[src/rtl/sync_memory.sv]
// Single-port synchronous word memory: per-byte write enables, registered read with QValid strobe.
// Define MEMORY_CLEAR_EN to build the hardware clear sequencer (CLEAR/IDLE FSM, Busy, Clear input).
module sync_memory #(
    parameter int WordSize        = 32,
    parameter int WordsNumberLog2 = 4
) (
    input  logic                       Clock,
    input  logic                       Reset,
    input  logic                       Clear,
    input  logic                       Valid,
    input  logic                       Status,
    input  logic [WordsNumberLog2-1:0] Address,
    input  logic [WordSize/8-1:0]      ByteEnable,
    input  logic [WordSize-1:0]        I,
    output logic                       Ready,
    output logic                       Busy,
    output logic [WordSize-1:0]        Q,
    output logic                       QValid,
    output logic                       dbg_state
);

    localparam int ByteLanes = WordSize / 8;
    localparam int Depth     = 2 ** WordsNumberLog2;

    // Handshake: a request is taken on a rising edge only when Valid && Ready;
    // Ready depends on state/Clear/Reset only, never on Valid. Refused requests vanish.

    logic [WordSize-1:0]        mem_q [Depth];
    logic [WordSize-1:0]        q_q, q_d;
    logic                       q_valid_q, q_valid_d;
    logic                       mem_we;
    logic [WordsNumberLog2-1:0] mem_addr;
    logic [WordSize-1:0]        mem_wdata;
    logic [ByteLanes-1:0]       mem_be;

`ifdef MEMORY_CLEAR_EN
    typedef enum logic {
        ST_CLEAR = 1'b0,
        ST_IDLE  = 1'b1
    } state_e;

    state_e                     state_q, state_d;
    logic [WordsNumberLog2-1:0] cnt_q, cnt_d;

    always_ff @(posedge Clock) begin
        if (Reset) begin
            state_q <= ST_CLEAR;
            cnt_q   <= '0;
        end else begin
            state_q <= state_d;
            cnt_q   <= cnt_d;
        end
    end

    assign Busy      = (state_q == ST_CLEAR);
    assign dbg_state = state_q;
`else
    logic unused_clear;

    assign unused_clear = Clear;
    assign Busy         = 1'b0;
    assign dbg_state    = 1'b0;
`endif

    always_comb begin
        q_d       = q_q;
        q_valid_d = 1'b0;
        mem_we    = 1'b0;
        mem_addr  = Address;
        mem_wdata = I;
        mem_be    = ByteEnable;
`ifdef MEMORY_CLEAR_EN
        state_d = state_q;
        cnt_d   = cnt_q;
        Ready   = (state_q == ST_IDLE) && !Clear && !Reset;
        if (!Reset && state_q == ST_CLEAR) begin
            // Sweep one word per edge; leave after writing the last address.
            mem_we    = 1'b1;
            mem_addr  = cnt_q;
            mem_wdata = '0;
            mem_be    = '1;
            cnt_d     = cnt_q + 1'b1;
            if (cnt_q == {WordsNumberLog2{1'b1}}) begin
                state_d = ST_IDLE;
            end
        end else if (!Reset && Clear) begin
            state_d = ST_CLEAR;
            cnt_d   = '0;
        end
`else
        Ready = !Reset;
`endif
        if (Valid && Ready) begin
            if (Status) begin
                mem_we = 1'b1;
            end else begin
                q_d       = mem_q[Address];
                q_valid_d = 1'b1;
            end
        end
    end

    always_ff @(posedge Clock) begin
        if (Reset) begin
            q_q       <= '0;
            q_valid_q <= 1'b0;
        end else begin
            q_q       <= q_d;
            q_valid_q <= q_valid_d;
        end
    end

    // Storage array is deliberately not reset; only the clear sequencer zeroes it.
    always_ff @(posedge Clock) begin
        if (mem_we) begin
            for (int b = 0; b < ByteLanes; b++) begin
                if (mem_be[b]) begin
                    mem_q[mem_addr][8*b +: 8] <= mem_wdata[8*b +: 8];
                end
            end
        end
    end

    assign Q      = q_q;
    assign QValid = q_valid_q;

endmodule

[config.mk]
export PLATFORM = sky130hd
export DESIGN_NAME = sync_memory
export DESIGN_NICKNAME = d
export VERILOG_FILES = /design/src/rtl/sync_memory.sv
export SDC_FILE = /design/constraint.sdc
export NUM_CORES = 1
export LEC_CHECK = 0
export ABC_AREA = 0
export BUFFER_PORTS_ARGS = -buffer_cell sky130_fd_sc_hd__buf_2
export CAP_MARGIN = 10
export CORE_MARGIN = 2
export CORE_UTILIZATION = 50
export CTS_CLUSTER_DIAMETER = 120
export DETAILED_ROUTE_END_ITERATION = 16
export PLACE_DENSITY = 0.67
export SETUP_SLACK_MARGIN = 0.5
export SKIP_LAST_GASP = 1
export SLEW_MARGIN = 30
export SYNTH_ARGS = -nofsm -noshare
export SYNTH_HDL_FRONTEND = slang
export SYNTH_SLANG_ARGS = --single-unit
[constraint.sdc]
create_clock -name Clock -period 2.4 [get_ports Clock]
set_input_delay 0.12 -clock Clock [delete_from_list [all_inputs] [get_ports Clock]]
set_output_delay 0.12 -clock Clock [all_outputs]
set_load 0.1 [all_outputs]
== Word level (Yosys, flattened, before mapping) ==
Memories as Yosys holds them, arrays and structs flattened. A register that Yosys moved wholly into a read port is not among the register bits.
Cells that the tools add are included.
Operators by class
  multiplexer cells: 15
  bitwise operators: 2
  reductions and logical operators: 4
Operator list (count)
  $mux W1: 15
  $not A1 Y1: 2
  $reduce_and A2 Y1: 1
  $reduce_or A2 Y1: 1
  $logic_and A1 B1 Y1: 1
  $logic_not A1 Y1: 1
Storage, ports and cells
  register bits: 1
  memory bits (writable): 512
  input port bits: 45
  memories kept: 1
Memory list
  mem_q: depth 16, bits a word 32, read ports 1, clocked after memory_dff 1, wr ports 1, line 28  | logic [WordSize-1:0] mem_q [Depth];

== Logic depth before layout (Yosys ltp) ==
Gate-level depths: netlist (run 1).
  depth after elaboration: 5
  depth in mapped cells: 7
  gate-level depth less buffers: 4

== Worst setup path before layout (run 1) ==
Ideal clock, no wire load.
  path type: input -> register
  start point: in Reset
  end point: mem mem_q[10][0], enable pin
  library setup time: 0.370 ns
  arrival: 1.799 ns
  required time: 2.030 ns
  setup slack: 0.230 ns
  stages: 5
  buffers on the path: 1
  cell sequence: inv_1 > and3_1 > nand2_1 > clkbuf_1 > nor2_1
On the way
  cells in the longest elaborated chain, start to end: 5
RTL lines
  start: declaration: line 8  | input logic Reset,
  $logic_not A1 Y1: line 91  | Ready = !Reset;
  $logic_and A1 B1 Y1: line 93  | if (Valid && Ready) begin
  $mux W1: line 93
  $mux W1: line 115  | if (mem_we) begin
  $mux W1 (implied by the code): line 118  | mem_q[mem_addr][8*b +: 8] <= mem_wdata[8*b +: 8];
  end: declaration: line 28
No other way between the ends.

== Worst setup path after layout (run 1) ==
  start point: in Reset
  end point: mem mem_q[0][11], enable pin
The elaborated chain is that of the path after synthesis.

==> results of run 1 <==
## cells in the final DEF (no fill, tap or decap), types with 4 or more instances in the layout
| cell type | synthesis | final |
|---|---|---|
| dlygate4sd3_1 | 0 | 32 |
| nand3_1 | 71 | 71 |
| clkbuf_8 | 0 | 4 |
| nor2b_1 | 7 | 4 |
| edfxtp_1 | 512 | 512 |
| buf_2 | 35 | 75 |
| nand2_1 | 45 | 45 |
| bufinv_16 | 0 | 5 |
| clkinv_2 | 0 | 9 |
| a22oi_1 | 64 | 64 |
| mux4_2 | 32 | 32 |
| clkinv_1 | 0 | 14 |
| dfxtp_1 | 33 | 33 |
| nor2_1 | 68 | 64 |
| o22ai_1 | 32 | 32 |
| clkbuf_16 | 0 | 53 |
| clkbuf_1 | 27 | 9 |
| a32oi_1 | 32 | 32 |
| buf_12 | 0 | 5 |
| mux2i_1 | 192 | 192 |
| buf_4 | 11 | 83 |
## sequential cells by signal, indices dropped and copies added (netlist names)
signal / count
Q: 32
QValid: 1
mem_q: 512
## cells by family after synthesis
kind of cell / after synthesis
muxes: 224
AOI/OAI and AO/OA: 128
other: 1
buffers and inverters: 77
DFF: 545
and+or+nand+nor: 199
## metal layers
layer,vias up,part of all wire,track usage
li1,5055,-,-
met1,5806,0.42,0.310
met2,414,0.48,0.352
met3,111,0.065,0.0344
met4,2,0.031,0.0815
met5,-,0.00023,0
## worst paths after layout
kind	slack, ns	depth (start not counted)	end	startpoint
max	0.81	5	mem_q[0][11]	Reset
min	0.08	3	QValid	Status
max reg2reg	1.10	3	Q[24]	mem_q[3][24]
min reg2reg	0.48	2	Q[16]	Q[16]
## cell usage after synthesis, types with 3 or more instances
cell type,number,area [sq um]
edfxtp_1,512,15400
mux2i_1,192,1920
nand3_1,71,355
nor2_1,68,255
a22oi_1,64,480
nand2_1,45,169
buf_2,35,175
dfxtp_1,33,661
a32oi_1,32,280
mux4_2,32,721
o22ai_1,32,200
clkbuf_1,27,101
buf_4,11,82.6
nor2b_1,7,43.8
buf_6,3,33.8
## worst max-delay path, delay by kind of cell
family                 cells  cell delay, ns
buffers and inverters      2            0.22
and+or+nand+nor            3            1.42
## stage by stage
| stage | instance area, sq um | utilization |
|---|---|---|
| 2_1_floorplan | 20900 | - |
| 5_1_grt | 24400 | 0.592 |
| 6_report | 24400 | 0.592 |
| 4_1_cts | 24300 | 0.592 |
| 3_5_place_dp | 22300 | 0.544 |
| 3_3_place_gp | 22300 | 0.544 |
## repair_timing
| item | CTS | global route |
|---|---|---|
| endpoints found under the hold margin | 512 | 0 |
| hold buffers | 32 | 0 |
| buffers inserted | 0 | 0 |
| gates resized for setup | 0 | 0 |
## area by class of cell
type	count	area, sq um
inverters	1	7.51
flip-flops and latches	545	16000
diodes	2	5.00
well taps	532	666
clock inverters	30	264
multi-input cells	553	4520
fillers	3103	16800
clock buffers	66	1420
repair buffers	196	1430
## power groups by stage
stage                     Clock, W  Combinational [W]  Sequential [W]
after CTS                  0.00819            0.00126          0.0105
after global placement           0            0.00119          0.0107
after floorplan                  0           0.000505          0.0110
after global routing       0.00855            0.00132          0.0105
after detailed placement         0            0.00121          0.0107
final                      0.00806            0.00125          0.0105
==> impl_metrics.yaml, run 1 <==
outcome:
  status: "completed"
yosys:
  ys_types: 23
  synth-xor-area-share: 0
  async_reset_ff_frac: 0
  synth-adder-area-share: 0
  yosysSeqAreaShare: 0.766
  synth_area_sq_um: 20900
  synth_top_flop_cell: "edfxtp_1"
  synth-seq-cells: 545
  synth_top_family_by_area: "multiplexers"
  muxShareOfSynthArea: 0.126
  synth-edff-count: 512
  netlist_instances: 1174
  postSynthAreaPerCell_sq_um: 17.8
  synth_simple_gate_area_frac: 0.0423
  synth-compound-area-share: 0.0459
  yosys_warnings: 0
worst_setup_path:
  cpPeakStageDelay_ns: 0.78
  startpoint_type: "input port"
  cp_data_arrival_time_ns: 1.77
  worstSetupPathType: "input port to flop"
  required_ns: 2.59
  end_kind: "flop"
  crit_fanout: 9
  path_cells: "buf_2, clkinvlp_4, and3_1, nand2_1, nor2_1"
  cp_slowest_cell: "nor2_1"
global_route:
  grt_overflow_total: 0
  grt_usage: 0.220
  grt_pass1_vias: 11200
  grt_max_degree: 113
  antenna_found_initial: 3
  grt_pass1_wl_um: 70700
drt:
  viasPerCell: 5.92
  antenna_left: 0
  drt-total-wl_um: 48300
  drtIter0Drc: 1182
  num_vias: 11400
  wl_per_cell_um: 25.1
  dr.pass1.iters: 6
  drc_errors: 0
timing:
  min_period_over_period: 0.662
  relSlewSlack: 0.375
  rsz0062_at_grt: "false"
  finalSetupViolations: 0
  finalClockSkew_ns: 0.0189
  fmax_mhz: 629
  period_needed_ns: 1.59
  setup_tns_ns: 0
  tightest_slew_ns: 0.934
  setup_ws_ns: 0.811
  whs_ns: 0.0799
  hold_violations: 0
  slew_violations: 0
job:
  cap_violations: 0
place:
  numPortBuffers: 77
  finalWeightedCongestion: 0.772
  detailed_place_hpwl_um: 28800
  dp.cells: 1795
  dpl_worst_slack_ns: 0.229
layout:
  drive_gt1_frac: 0.200
  finalNonFillerCells: 1925
  finalNetCount: 1395
  area_growth_syn_to_layout_pct: 16.4
floorplan:
  io_pins: 81
  rows: 74
  die_area_sq_um: 43500
  start_util: 0.509
  die_w_um: 209
  coreArea_sq_um: 41100
  die_h_um: 209
power_and_ir_drop:
  powerDensity_nw_per_um2: 813
  finalPower_w: 0.0198
  p_leak_nw: 8.49
  p_clk_frac: 0.407
  switching_share: 0.217
  switchingPower_w: 0.00430
  cellInternalPower_w: 0.0155
  peakVddDrop_uv: 581
  combinationalPowerShare: 0.063
  p_seq_frac: 0.530
cts:
  worstSkewPairLatency_ns: 0.57
  cts_max_level: 2
  clkSinkCount: 545
  cts_tree: "built"
  max-clock-path-buffers: 3
  clk_pin_slew_worst_paths_ns: 0.06
  cts_inserted_buffers: 53
  clockRootBuffer: "clkbuf_16"
min_path:
  hold_path_class: "input port to flop"
Note: power is estimated with default switching activity, not from simulation.
==> run 2: changes to the inputs <==
Clock period 2.4 ns to 1.6 ns, I/O delays scaled along.
==> impl_metrics.yaml, run 2 (synthesis gave the netlist of run 1 again) <==
timing:
  period_needed_ns: 1.30
  whs_ns: 0.0816
  hold_violations: 0
  min_period_over_period: 0.811
  relSlewSlack: 0.514
  tightest_slew_ns: 0.727
  slew_violations: 0
  fmax_mhz: 771
  finalSetupViolations: 0
  finalClockSkew_ns: 0.00670
  rsz0062_at_grt: "true"
power_and_ir_drop:
  p_clk_frac: 0.397
  peakVddDrop_uv: 1060
  finalPower_w: 0.0299
  powerDensity_nw_per_um2: 1160
  combinationalPowerShare: 0.076
  p_leak_nw: 8.82
  p_seq_frac: 0.527
  switchingPower_w: 0.00655
  switching_share: 0.219
  cellInternalPower_w: 0.0234
global_route:
  grt_pass1_vias: 11600
  grt_overflow_total: 0
  grt_pass1_wl_um: 73900
  antenna_found_initial: 1
  grt_usage: 0.232
  grt_max_degree: 47
drt:
  drt-total-wl_um: 49800
  viasPerCell: 5.91
  drc_errors: 0
  wl_per_cell_um: 25.7
  num_vias: 11500
  dr.pass1.iters: 5
  antenna_left: 0
  drtIter0Drc: 823
job:
  cap_violations: 0
floorplan:
  die_area_sq_um: 43500
  die_w_um: 209
  coreArea_sq_um: 41100
  io_pins: 81
  rows: 74
  die_h_um: 209
  start_util: 0.509
worst_setup_path:
  required_ns: 2.07
  cp_slowest_cell: "mux4_2"
  path_cells: "mux4_2, a32oi_1, nand3_1"
  cpPeakStageDelay_ns: 0.53
  crit_fanout: 1
  worstSetupPathType: "flop to flop"
  end_kind: "flop"
  cp_data_arrival_time_ns: 1.77
  startpoint_type: "flop"
cts:
  clockRootBuffer: "clkbuf_16"
  worstSkewPairLatency_ns: 0.59
  cts_max_level: 2
  cts_inserted_buffers: 53
  max-clock-path-buffers: 3
  clkSinkCount: 545
  clk_pin_slew_worst_paths_ns: 0.06
  cts_tree: "built"
layout:
  largest_reg_flops: 512
  area_growth_syn_to_layout_pct: 23.9
  drive_gt1_frac: 0.288
  finalNetCount: 1410
  multiInputGateArea_sq_um: 5020
  layout_commonest_cell: "edfxtp_1"
  n_fill_cell: 2910
  final_cell_mix: "edfxtp_1 (512), mux2i_1 (192), buf_12 (70)"
  regMostFlops: "mem_q"
  regArea_sq_um: 16100
place:
  detailed_place_hpwl_um: 31700
  numPortBuffers: 77
  finalWeightedCongestion: 0.837
min_path:
  hold_path_class: "input port to flop"
outcome:
  status: "completed"
run 2: metrics by stage:
stage / utilization / setup TNS [ns] / setup slack [ns] / std cells / area (sq um)
floorplan: - / 0 / 0.0299 / 1175 / 21500
global placement: 0.567 / -7.12 / -0.166 / 1804 / 23300
detailed placement: 0.567 / -16.62 / -0.257 / 1805 / 23300
CTS: 0.629 / 0 / 0.298 / 1937 / 25900
global route: 0.631 / 0 / 0.253 / 1939 / 25900
finish: 0.631 / 0 / 0.303 / 1939 / 25900
run 2: routing by layer:
metal / up-vias / GRT usage / share of wire
li1: 5092 / - / -
met2: 365 / 0.378 / 0.49
met1: 5917 / 0.321 / 0.42
met3: 88 / 0.0365 / 0.059
met5: - / 0 / 0
met4: 0 / 0.0818 / 0.030
run 2: cell type report:
| type | instances | share of cell area |
|---|---|---|
| flip-flops and latches | 545 | 0.622 |
| multi-input cells | 553 | 0.194 |
| repair buffers | 211 | 0.0950 |
| clock buffers | 80 | 0.0574 |
| well taps | 532 | 0.0257 |
| clock inverters | 16 | 0.00599 |
| inverters | 1 | 0.000290 |
| diodes | 1 | 0.0000965 |
run 2: timing repair:
action                     CTS  global route
buffers inserted             4             1
resized for setup          174            12
hold endpoints to repair   512             0
pin swaps                   54             2
hold buffers                32             0
setup endpoints to repair   97           229
run 2: worst max-delay path, delay by kind of cell, from the launching register on:
kind | cells | cell delay [ns]
mux | 1 | 0.53
compound gates | 1 | 0.20
flops | 1 | 0.35
simple gates | 1 | 0.10
run 2: final timing paths:
check,startpoint,endpoint,slack [ns],cells after the start
setup / recovery,mem_q[3][8],Q[8],0.30,3
hold / removal,Address[1],mem_q[7][26],0.08,3
setup reg to reg,mem_q[3][8],Q[8],0.30,3
hold reg to reg,Q[17],Q[17],0.50,2
run 2: power by group through the flow:
stage | sequential, W | clock, W | combinational (W)
global placement | 0.0160 | 0 | 0.00198
CTS | 0.0158 | 0.0120 | 0.00228
global route | 0.0158 | 0.0126 | 0.00239
floorplan | 0.0165 | 0 | 0.000827
detailed placement | 0.0160 | 0 | 0.00202
finish | 0.0158 | 0.0119 | 0.00228
==> run 3: changes to the inputs <==
Settings changed: ABC_AREA 0 to 1.
Clock period 1.6 ns to 1.3 ns, I/O delays scaled along.
==> impl_metrics.yaml, run 3 <==
outcome:
  status: "complete, but fails checks"
  violations: "hold timing"
worst_setup_path:
  end_kind: "output port"
  cpLargestDelayFamily: "flip-flops"
  worstSetupPathType: "flop to output port"
  cpPeakStageDelay_ns: 0.38
  path_cells: "buf_12"
  cp_slowest_cell: "dfxtp_4"
  required_ns: 1.24
  crit_buf_inv: 1
  crit_fanout: 2
  startpoint_type: "flop"
  cp_data_arrival_time_ns: 1.14
  r2r_slack_ns: 0.17
yosys:
  synth.most_common_cell: "nand2_1"
  synth_simple_gate_area_frac: 0.254
  synth-xor-area-share: 0
  synth-seq-cells: 545
  synth_top_area_cell: "edfxtp_1"
  yosys_warnings: 0
  async_reset_ff_frac: 0
  synth_top_flop_cell: "edfxtp_1"
  synth-adder-area-share: 0
  synth_top_family_by_area: "simple AND/OR/NAND/NOR gates"
  synth-edff-count: 512
  yosys-top-cells-area: "edfxtp_1 (68%), nand2_1 (22%), dfxtp_1 (2.9%)"
  netlist_instances: 2197
  muxShareOfSynthArea: 0
  ys_types: 17
  ys_top_cells_by_count: "nand2_1 (1,302), edfxtp_1 (512), nor2_1 (128), nand3_1 (65), buf_2 (64)"
  synth_area_sq_um: 22600
  synth_top_area_frac: 0.682
  yosysSeqAreaShare: 0.711
  synth-compound-area-share: 0
  postSynthAreaPerCell_sq_um: 10.3
cts:
  clkSinkCount: 545
  clockRootBuffer: "clkbuf_16"
  cts_max_level: 2
  cts_tree: "built"
  worstSkewPairLatency_ns: 0.58
  holdBufCountCts: 32
  cts_inserted_buffers: 53
  max-clock-path-buffers: 3
  clk_pin_slew_worst_paths_ns: 0.06
power_and_ir_drop:
  switching_share: 0.235
  powerDensity_nw_per_um2: 1360
  peakVddDrop_uv: 1020
  p_leak_nw: 11.2
  combinationalPowerShare: 0.099
  p_clk_frac: 0.392
  cellInternalPower_w: 0.0292
  switchingPower_w: 0.00898
  p_seq_frac: 0.509
layout:
  finalNonFillerCells: 2983
  num_antenna_cells: 0
  regMostFlops: "mem_q"
  stdcell_area_sq_um: 28200
  final_cell_mix: "nand2_1 (1,219), edfxtp_1 (512), nor2_4 (82)"
  largest_reg_flops: 512
  drive_gt1_frac: 0.209
  layout_commonest_cell: "nand2_1"
  finalNetCount: 2394
  area_growth_syn_to_layout_pct: 24.9
place:
  detailed_place_hpwl_um: 37000
  dp.cells: 2840
  placed_cell_area_sq_um: 24900
  finalWeightedCongestion: 0.889
  numPortBuffers: 77
timing:
  fmax_mhz: 827
  setup_tns_ns: 0
  finalClockSkew_ns: 0.00902
  slew_violations: 0
  rsz0062_at_grt: "true"
  finalSetupViolations: 0
  min_period_over_period: 0.930
  period_needed_ns: 1.21
  whs_ns: -0.00748
  hold_violations: 1
drt:
  viasPerCell: 5.21
  wl_per_cell_um: 19.3
  num_vias: 15600
  drt-total-wl_um: 57700
  drc_errors: 0
  antenna_left: 0
  dr.pass1.iters: 6
  drtIter0Drc: 1481
floorplan:
  die_w_um: 216
  start_util: 0.508
  rows: 77
  coreArea_sq_um: 44400
  io_pins: 81
  die_area_sq_um: 46800
  die_h_um: 216
job:
  cap_violations: 0
global_route:
  grt_overflow_total: 0
  antenna_found_initial: 0
  grt_pass1_wl_um: 88100
  grt_pass1_vias: 15300
  grt_max_degree: 57
  grt_usage: 0.250
min_path:
  hold_path_class: "input port to flop"
==> run 3: cell types whose count changed after synthesis, sizes merged, moves of 38 or more <==
cell,change
a22oi,-64
buf,+38
nand2,+1257
nor2,+63
mux2i,-192
inv,+41
==> run 3: layout make-up <==
cell class	instances	area, sq um
fill	3395	16300
sequential	545	16100
multi-input combinational	1506	7040
timing repair buffer	199	2340
clock buffer	68	1420
tap	592	741
clock inverter	29	277
inverter	44	231
==> run 3: path summary, 6_finish.rpt <==
check,from,end,depth (start not counted)
worst max register to register,mem_q[13][14],Q[14],8
worst min-delay path,Status,QValid,4
worst min register to register,Q[9],Q[9],4
worst max-delay path,Q[29],Q[29],1
==> run 3: cell families after synthesis <==
group                  after synthesis
buffers and inverters              151
other                                1
DFF                                545
and+or+nand+nor                   1500
==> run 3: per-stage QoR <==
step,utilization,setup WS [ns],total power (W)
2_1_floorplan,-,0.0677,0.0218
3_3_place_gp,0.561,-0.239,0.0229
3_5_place_dp,0.561,-0.305,0.0230
4_1_cts,0.625,0.0685,0.0383
5_1_grt,0.634,0.0737,0.0393
6_report,0.634,0.0914,0.0382
==> run 3: what timing repair did <==
| item | CTS | global route |
|---|---|---|
| endpoints found under the hold margin | 513 | 1 |
| pin swaps | 125 | 143 |
| gates resized for setup | 203 | 101 |
| buffers inserted | 4 | 6 |
| gates cloned | 4 | 0 |
| endpoints found under the setup margin | 578 | 577 |
==> run 3: power by group through the flow <==
stage | Combinational, W | Clock, W | Sequential, W
6_report | 0.00377 | 0.0150 | 0.0194
5_1_grt | 0.00404 | 0.0158 | 0.0194
4_1_cts | 0.00364 | 0.0152 | 0.0194
3_5_place_dp | 0.00319 | 0 | 0.0198
3_3_place_gp | 0.00317 | 0 | 0.0198
2_1_floorplan | 0.00148 | 0 | 0.0204
==> run 3: per-layer routing <==
layer,vias up,part of all wire,global-route usage
li1,7421,-,-
met1,7446,0.44,0.355
met2,567,0.46,0.402
met3,119,0.069,0.0328
met4,0,0.032,0.0861
met5,-,0,0
